$ cat src/rtl/jtag_user_dr_bridge.sv
// JTAG user data register stage. Each scanned command becomes one read or
// write on a valid/ready register bus. TCK is oversampled in the clk_p domain.
module jtag_user_dr_bridge #(
    parameter int ADDR_W      = 6,
    parameter int DATA_W      = 32,
    parameter int SYNC_STAGES = 2,
    parameter int TIMEOUT     = 255
) (
    input  logic              clk_p,
    input  logic              rst_top,
    input  logic              tck_i,
    input  logic              tdi_i,
    input  logic              sel_i,
    input  logic              capture_dr_i,
    input  logic              shift_dr_i,
    input  logic              update_dr_i,
    input  logic              test_logic_reset_i,
    output logic              tdo_o,
    output logic              req_valid_o,
    output logic              req_write_o,
    output logic [ADDR_W-1:0] req_addr_o,
    output logic [DATA_W-1:0] req_wdata_o,
    input  logic              req_ready_i,
    input  logic              rsp_valid_i,
    input  logic [DATA_W-1:0] rsp_rdata_i
);
    localparam int N    = 2 + ADDR_W + DATA_W;
    localparam int NSIG = 7;
    localparam logic [7:0] TIMEOUT_CNT = 8'(TIMEOUT);

    localparam logic [1:0] OP_READ  = 2'b01;
    localparam logic [1:0] OP_WRITE = 2'b10;
    localparam logic [1:0] OP_CLEAR = 2'b11;

    localparam logic [1:0] STAT_IDLE  = 2'b00;
    localparam logic [1:0] STAT_BUSY  = 2'b01;
    localparam logic [1:0] STAT_DONE  = 2'b10;
    localparam logic [1:0] STAT_ERROR = 2'b11;

    typedef enum logic [1:0] {IDLE, REQ, WAIT} state_t;

    logic [NSIG-1:0]   pins;
    logic [NSIG-1:0]   sync_q [SYNC_STAGES];
    logic [NSIG-1:0]   synced;
    logic              tck_s, tdi_s, sel_s, capture_s, shift_s, update_s, tlr_s;
    logic              tck_d, tck_rise, tck_fall;
    logic [N-1:0]      sr;
    logic [1:0]        status;
    logic [1:0]        done_status;
    logic [ADDR_W-1:0] last_addr;
    logic [DATA_W-1:0] rdata;
    state_t            state;
    logic [7:0]        timer;
    logic              dr_cycle, update_pulse, cmd_rw;
    logic [1:0]        op;
    logic [ADDR_W-1:0] cmd_addr;
    logic [DATA_W-1:0] cmd_data;

    assign pins = {tck_i, tdi_i, sel_i, capture_dr_i, shift_dr_i, update_dr_i, test_logic_reset_i};
    assign synced = sync_q[SYNC_STAGES-1];
    assign {tck_s, tdi_s, sel_s, capture_s, shift_s, update_s, tlr_s} = synced;

    // Edge pulses are registered, so they lag the synced TCK by one more cycle.
    always_ff @(posedge clk_p or posedge rst_top) begin
        if (rst_top) begin
            for (int i = 0; i < SYNC_STAGES; i++) sync_q[i] <= '0;
            tck_d    <= 1'b0;
            tck_rise <= 1'b0;
            tck_fall <= 1'b0;
        end else begin
            sync_q[0] <= pins;
            for (int i = 1; i < SYNC_STAGES; i++) sync_q[i] <= sync_q[i-1];
            tck_d    <= tck_s;
            tck_rise <= tck_s & ~tck_d;
            tck_fall <= ~tck_s & tck_d;
        end
    end

    assign dr_cycle     = tck_rise & sel_s;
    assign update_pulse = dr_cycle & update_s;
    assign op           = sr[N-1:N-2];
    assign cmd_addr     = sr[N-3:DATA_W];
    assign cmd_data     = sr[DATA_W-1:0];
    assign cmd_rw       = (op == OP_READ) || (op == OP_WRITE);
    assign done_status  = (status == STAT_ERROR) ? STAT_ERROR : STAT_DONE;

    always_ff @(posedge clk_p or posedge rst_top) begin
        if (rst_top) begin
            sr    <= '0;
            tdo_o <= 1'b0;
        end else if (tlr_s) begin
            sr    <= '0;
            tdo_o <= 1'b0;
        end else begin
            if (dr_cycle && capture_s) begin
                sr <= {status, last_addr, rdata};
            end else if (dr_cycle && shift_s) begin
                sr <= {tdi_s, sr[N-1:1]};
            end
            if (tck_fall) begin
                tdo_o <= sr[0];
            end
        end
    end

    // An error status survives later completions until explicitly cleared.
    always_ff @(posedge clk_p or posedge rst_top) begin
        if (rst_top) begin
            state       <= IDLE;
            status      <= STAT_IDLE;
            last_addr   <= '0;
            rdata       <= '0;
            timer       <= '0;
            req_valid_o <= 1'b0;
            req_write_o <= 1'b0;
            req_addr_o  <= '0;
            req_wdata_o <= '0;
        end else begin
            case (state)
                IDLE: begin
                    if (update_pulse && cmd_rw) begin
                        last_addr   <= cmd_addr;
                        req_addr_o  <= cmd_addr;
                        req_wdata_o <= cmd_data;
                        req_write_o <= (op == OP_WRITE);
                        req_valid_o <= 1'b1;
                        if (status != STAT_ERROR) status <= STAT_BUSY;
                        state <= REQ;
                    end else if (update_pulse && op == OP_CLEAR) begin
                        status <= STAT_IDLE;
                    end
                end
                REQ: begin
                    if (req_ready_i) begin
                        req_valid_o <= 1'b0;
                        if (req_write_o) begin
                            status <= done_status;
                            state  <= IDLE;
                        end else begin
                            timer <= '0;
                            state <= WAIT;
                        end
                    end
                    if (update_pulse && cmd_rw) status <= STAT_ERROR;
                end
                WAIT: begin
                    if (rsp_valid_i) begin
                        rdata  <= rsp_rdata_i;
                        status <= done_status;
                        state  <= IDLE;
                    end else if (timer == TIMEOUT_CNT) begin
                        status <= STAT_ERROR;
                        state  <= IDLE;
                    end else begin
                        timer <= timer + 8'd1;
                    end
                    if (update_pulse && cmd_rw) status <= STAT_ERROR;
                end
                default: state <= IDLE;
            endcase
        end
    end

endmodule
$ cat config.mk
export PLATFORM = sky130hd
export DESIGN_NAME = jtag_user_dr_bridge
export DESIGN_NICKNAME = d
export VERILOG_FILES = /design/src/rtl/jtag_user_dr_bridge.sv
export SDC_FILE = /design/constraint.sdc
export NUM_CORES = 1
export LEC_CHECK = 0
export ABC_AREA = 1
export CORE_MARGIN = 2
export CORE_UTILIZATION = 50
export DETAILED_ROUTE_END_ITERATION = 8
export GPL_TIMING_DRIVEN = 0
export PLACE_DENSITY_LB_ADDON = 0.05
export SKIP_LAST_GASP = 1
export SLEW_MARGIN = 20
export SYNTH_ARGS = -nofsm -noshare
export SYNTH_HDL_FRONTEND = slang
export SYNTH_SLANG_ARGS = --single-unit
$ cat constraint.sdc
create_clock -name clk_p -period 5.3 [get_ports clk_p]
set_input_delay 1.06 -clock clk_p [delete_from_list [all_inputs] [get_ports clk_p]]
set_output_delay 1.06 -clock clk_p [all_outputs]
set_load 0.01 [all_outputs]
==> results.toml, run 1 <==
[timing]
fmax_mhz = 409.6
period_needed_ns = 2.441
slew_headroom = 0.6350
hold_violations = 0
worst_pin_slew_ns = 0.5475
setup_viol = 0
fin_crit_sh = 0.4606
finalSetupTns_ns = 0
rsz0062_at_grt = "false"
final-max-slew-violation-count = 0
skew_ns = 0.005012
hold_ws_ns = 0.3484
finalWorstSetupSlack_ns = 2.859

[routing]
drtIter0Drc = 275
wirelength_mm = 12.70
drc_errors = 0
routedWlPerCell_um = 15.52
dr.pass1.iters = 4
met1Wirelength_mm = 5.741
highest_layer = "met4"
vias = 4247
wl_met3_um = 679
met2_length_mm = 6.147
vias_per_cell = 5.192
ant_nets = 0

[critical_path]
criticalPathCategory = "reg2out"
timing.rr.start = "state[0]"
slowest_stage = "clkdlybuf4s50_1"
arrival_ns = 1.38
reg2regPathDepth = 5
crit_buf_inv = 1
critPathCaptureType = "output pin"
r2r-end = "rdata[12]"
cp_max_fo = 5
worstPathRequired_ns = 4.24
crit_chain = "clkdlybuf4s50_1"
critPathMaxStageDelay_ns = 0.56
cp_top_family = "buffers and inverters"
r2r_setup_slack_ns = 3.49
start_kind = "flip-flop"

[power]
p_per_area_nw_per_um2 = 398.4
irDropWorstVdd_uv = 425.7
p_leak_nw = 3.512

[placement]
placed_cells = 786
portBuffers = 83
pre_cts_slack_ns = 2.647
hpwl_mm = 8.276
gp_congestion = 0.8172
placed_cell_area_um2 = 6862

[die]
pin_count = 84
rows = 39
die_w_um = 111.9
start_util = 0.5116
fp.coreArea_um2 = 11370
die-area_um2 = 12510
fp.dieH_um = 111.9

[synthesis]
synthDistinctLibCells = 26
syn_avg_cell_area_um2 = 10.41
syn_inst = 559
synth_fp_nets = 609
synth-seq-cells = 142
yosys_warnings = 0
syn_area_um2 = 5817
yosysSeqAreaShare = 0.6109

[clocking]
cts_setup_buffers = 0
clk_latency_ns = 0.41
cts_buffers = 17
cts_resized = 0
cts.sinks = 142
root_buffer = "clkbuf_16"
hold_buffers = 0
cts.htree.levels = 4
path_clk_slew_ns = 0.06
clockBufferDepth = 2
tritoncts = "done"

[global_routing]
grt_max_degree = 94
grt-ovfl-total = 0
grt_pass1_vias = 4302
track_usage = 0.2182
grt_pass1_wl_mm = 21.30
antenna_found_initial = 0

[finish]
multi_input_comb_area_um2 = 1879
nets = 712
seq_area_um2 = 3553
area_delta_synth_final_pct = 28.69
stdcell_area_um2 = 7486
nFillCells = 912
final_cells = 818
drive_gt1_frac = 0.1259
antenna_cells = 0

[min_path]
hold_path_class = "reg2reg"
min_from = "sync_q[9]"
hold_path_end = "synced[2]"
whs_path_depth = 0

[job]
maxCapViolations = 0

[status]
status = "complete, no violations"
==> layout make-up <==
class,count,area share
Buffer,27,0.02073
Clock buffer,21,0.06151
Clock inverter,11,0.02190
Timing Repair Buffer,84,0.1147
Tap cell,143,0.02390
Inverter,61,0.03159
Multi-Input combinational cell,329,0.2510
Sequential cell,142,0.4747
==> synthesized netlist by cell type, drive strengths merged <==
cell | n | area [um2]
a21oi | 3 | 15.01
buf | 13 | 102.6
clkbuf | 14 | 52.55
dfrtp | 142 | 3553
ha | 7 | 87.58
inv | 61 | 229.0
mux2 | 32 | 360.4
nand2 | 115 | 434.2
nand3 | 17 | 95.09
nand4 | 1 | 6.260
nor2 | 19 | 78.83
nor3b | 1 | 7.510
o211ai | 41 | 307.8
o21a | 1 | 7.510
o21ai | 85 | 425.4
o21bai | 2 | 15.01
o22ai | 1 | 6.260
or2 | 1 | 6.260
xor2 | 3 | 26.28
==> placed cells by master (no fill, tap or decap) <==
cell,Yosys,routed
o21a_1,1,1
buf_2,4,4
clkinvlp_4,0,2
o22ai_1,1,1
clkbuf_16,0,17
xor2_1,3,3
bufinv_16,0,4
inv_1,60,59
o21ai_0,82,82
clkinv_2,0,4
nand3_1,15,15
nor2_2,3,3
clkinv_4,0,1
dfrtp_1,142,142
ha_1,7,7
inv_8,0,1
nor2_1,16,16
nand2_2,1,1
nor3b_1,1,1
nand3_2,2,2
o21ai_1,3,3
clkbuf_1,14,16
inv_2,1,1
mux2_2,32,32
or2_2,1,1
clkbuf_8,0,2
o211ai_1,41,41
clkdlybuf4s50_1,0,83
buf_16,0,1
buf_4,5,5
nand4_1,1,1
o21bai_1,2,2
a21oi_1,3,3
buf_6,4,4
nand2_1,114,114
==> report_power, final <==
| group | total, mW | internal [mW] | leakage, nW | switching (mW) |
|---|---|---|---|---|
| Sequential | 1.34 | 1.24 | 1.88 | 0.0954 |
| Clock | 1.25 | 0.810 | 0.303 | 0.442 |
| Combinational | 0.392 | 0.199 | 1.33 | 0.193 |
==> per-stage QoR <==
| step | power [mW] | util |
|---|---|---|
| 2_1_floorplan | 1.619 | - |
| 3_3_place_gp | 1.726 | 0.6004 |
| 3_5_place_dp | 1.748 | 0.6035 |
| 4_1_cts | 3.005 | 0.6584 |
| 5_1_grt | 3.127 | 0.6584 |
| 6_report | 2.982 | 0.6584 |
==> registers in the layout (all words and copies together) (netlist names), 2 cells and up <==
signal / cells
sr: 40
synced: 7
sync_q: 7
last_addr: 6
state: 2
rdata: 32
req_wdata_o: 32
timer: 8
status: 2
==> layer usage <==
metal / up-vias / track usage
met4: 0 / 0.07407
met5: - / 0
met1: 2087 / 0.2841
met3: 11 / 0.07676
met2: 100 / 0.3438
li1: 2049 / -
==> logic make-up after synthesis <==
kind of cell             count (synthesis)  synth area share
flip-flops                             142            0.6109
AND/OR/NAND/NOR                        154            0.1080
XOR/XNOR                                 3          0.004518
adder cells (fa/ha/maj)                  7           0.01506
buffers and inverters                   88           0.06604
AO/OA/AOI/OAI                          133            0.1336
multiplexers                            32           0.06195
==> worst max-delay path by stage <==
| stage | to | slack, ns | from | depth (start not counted) |
|---|---|---|---|---|
| final | req_write_o | 2.86 | req_write_o | 1 |
| after floorplan | last_addr[0] | 0.43 | rst_top | 1 |
| after global routing | req_write_o | 2.78 | req_write_o | 1 |
| after detailed placement | rdata[14] | 2.65 | rsp_valid_i | 4 |
| after global placement | last_addr[1] | -1.39 | rst_top | 2 |
| after CTS | req_write_o | 2.83 | req_write_o | 1 |
(Power assumes the default switching activity.)
==> inputs of run 2 (changes only) <==
- clock period: 5.3 -> 2.5 ns (I/O delays scaled with it)
==> results.toml, run 2 (synthesized netlist as in run 1, its figures left out) <==
[finish]
nFillCells = 956
fin_util = 0.6634
drive_gt1_frac = 0.1327
final_cell_mix = "142 x dfrtp_1, 114 x nand2_1, 83 x clkdlybuf4s50_1"
regMostFlops = "sr"
nets = 716
largest_reg_flops = 40
top_regs = "sr (40), rdata (32), req_wdata_o (32)"
area_delta_synth_final_pct = 29.66
final_cells = 821
stdcell_area_um2 = 7542
layout_commonest_cell = "dfrtp_1"
antenna_cells = 0

[critical_path]
critPathCaptureType = "output pin"
slowest_stage = "clkdlybuf4s50_1"
crit_chain = "clkdlybuf4s50_1"
arrival_ns = 1.40
crit_buf_inv = 1
cp_max_fo = 5
worstPathRequired_ns = 2.00
start_kind = "flip-flop"
criticalPathCategory = "reg2out"
critPathMaxStageDelay_ns = 0.56
cp_top_family = "buffers and inverters"

[clocking]
cts_buffers = 17
cts.htree.levels = 4
path_clk_slew_ns = 0.06
clockBufferDepth = 2
hold_buffers = 0
clk_latency_ns = 0.42
tritoncts = "done"
root_buffer = "clkbuf_16"
cts.sinks = 142
cts_resized = 0
cts_setup_buffers = 0

[global_routing]
antenna_found_initial = 0
grt_pass1_wl_mm = 21.82
grt-ovfl-total = 0
grt_pass1_vias = 4470
track_usage = 0.2242
grt_max_degree = 28

[power]
irDropWorstVdd_uv = 730.0
p_per_area_nw_per_um2 = 829.2
power.total_mw = 6.254
p_leak_nw = 3.525

[die]
fp.dieH_um = 111.9
pin_count = 84
die_w_um = 111.9
die-area_um2 = 12510
rows = 39
fp.coreArea_um2 = 11370
start_util = 0.5116

[timing]
fin_crit_sh = 0.7590
rsz0062_at_grt = "false"
setup_viol = 0
fmax_mhz = 527.0
final-max-slew-violation-count = 0
hold_violations = 0
skew_ns = 0.005645
worst_pin_slew_ns = 0.5544
period_needed_ns = 1.897
slew_headroom = 0.6304

[placement]
placed_cells = 790
hpwl_mm = 8.825
portBuffers = 83
gp_congestion = 0.8075
placed_cell_area_um2 = 6938

[status]
status = "complete, no violations"

[routing]
dr.pass1.iters = 4
highest_layer = "met4"
ant_nets = 0
vias_per_cell = 5.259
wl_met3_um = 710
met1Wirelength_mm = 5.593
vias = 4318
wirelength_mm = 12.90
routedWlPerCell_um = 15.72
met2_length_mm = 6.356
drtIter0Drc = 303
drc_errors = 0

[job]
maxCapViolations = 0

[min_path]
hold_path_class = "reg2reg"
==> run 2: worst paths after layout <==
| check | cells past startpoint | start | end | slack [ns] |
|---|---|---|---|---|
| min in group asynchronous | 2 | rst_top | sr[32] | 0.43 |
| worst min register to register | 0 | sync_q[13] | synced[6] | 0.34 |
| worst max register to register | 5 | state[0] | rdata[11] | 0.65 |
| max in group asynchronous | 5 | rst_top | req_wdata_o[12] | 1.17 |
| worst min-delay path | 0 | sync_q[13] | synced[6] | 0.34 |
| worst max-delay path | 1 | req_write_o | req_write_o | 0.60 |
==> run 2: final cells by class <==
class / instances / area, um2 / share of cell area
buffer: 27 / 155.1 / 0.02057
multi-input combinational: 329 / 1879 / 0.2492
timing repair buffer: 88 / 938.4 / 0.1244
inverter: 61 / 232.7 / 0.03086
clock inverter: 13 / 165.2 / 0.02190
sequential: 142 / 3553 / 0.4711
clock buffer: 18 / 439.2 / 0.05823
tap: 143 / 178.9 / 0.02372
==> run 2: stage by stage <==
| stage | TNS, ns | hold slack [ns] | setup slack, ns |
|---|---|---|---|
| 5_1_grt | 0 | 0.3522 | 0.5344 |
| 3_3_place_gp | -136.45 | 0.3345 | -0.9728 |
| 3_5_place_dp | 0 | 0.3347 | 0.3878 |
| 4_1_cts | 0 | 0.3445 | 0.5845 |
| 2_1_floorplan | 0 | 0.3312 | 0.2229 |
| 6_report | 0 | 0.3443 | 0.6026 |
==> run 2: routing by layer <==
layer | up-vias | track usage
met2 | 107 | 0.3503
li1 | 2063 | -
met1 | 2132 | 0.2851
met3 | 16 | 0.07730
met5 | - | 0
met4 | 0 | 0.09959
==> run 2: where the power goes <==
| part | switching [mW] | internal, mW | total, mW |
|---|---|---|---|
| sequential | 0.208 | 2.64 | 2.84 |
| combinational | 0.419 | 0.436 | 0.855 |
| clock | 0.964 | 1.59 | 2.56 |
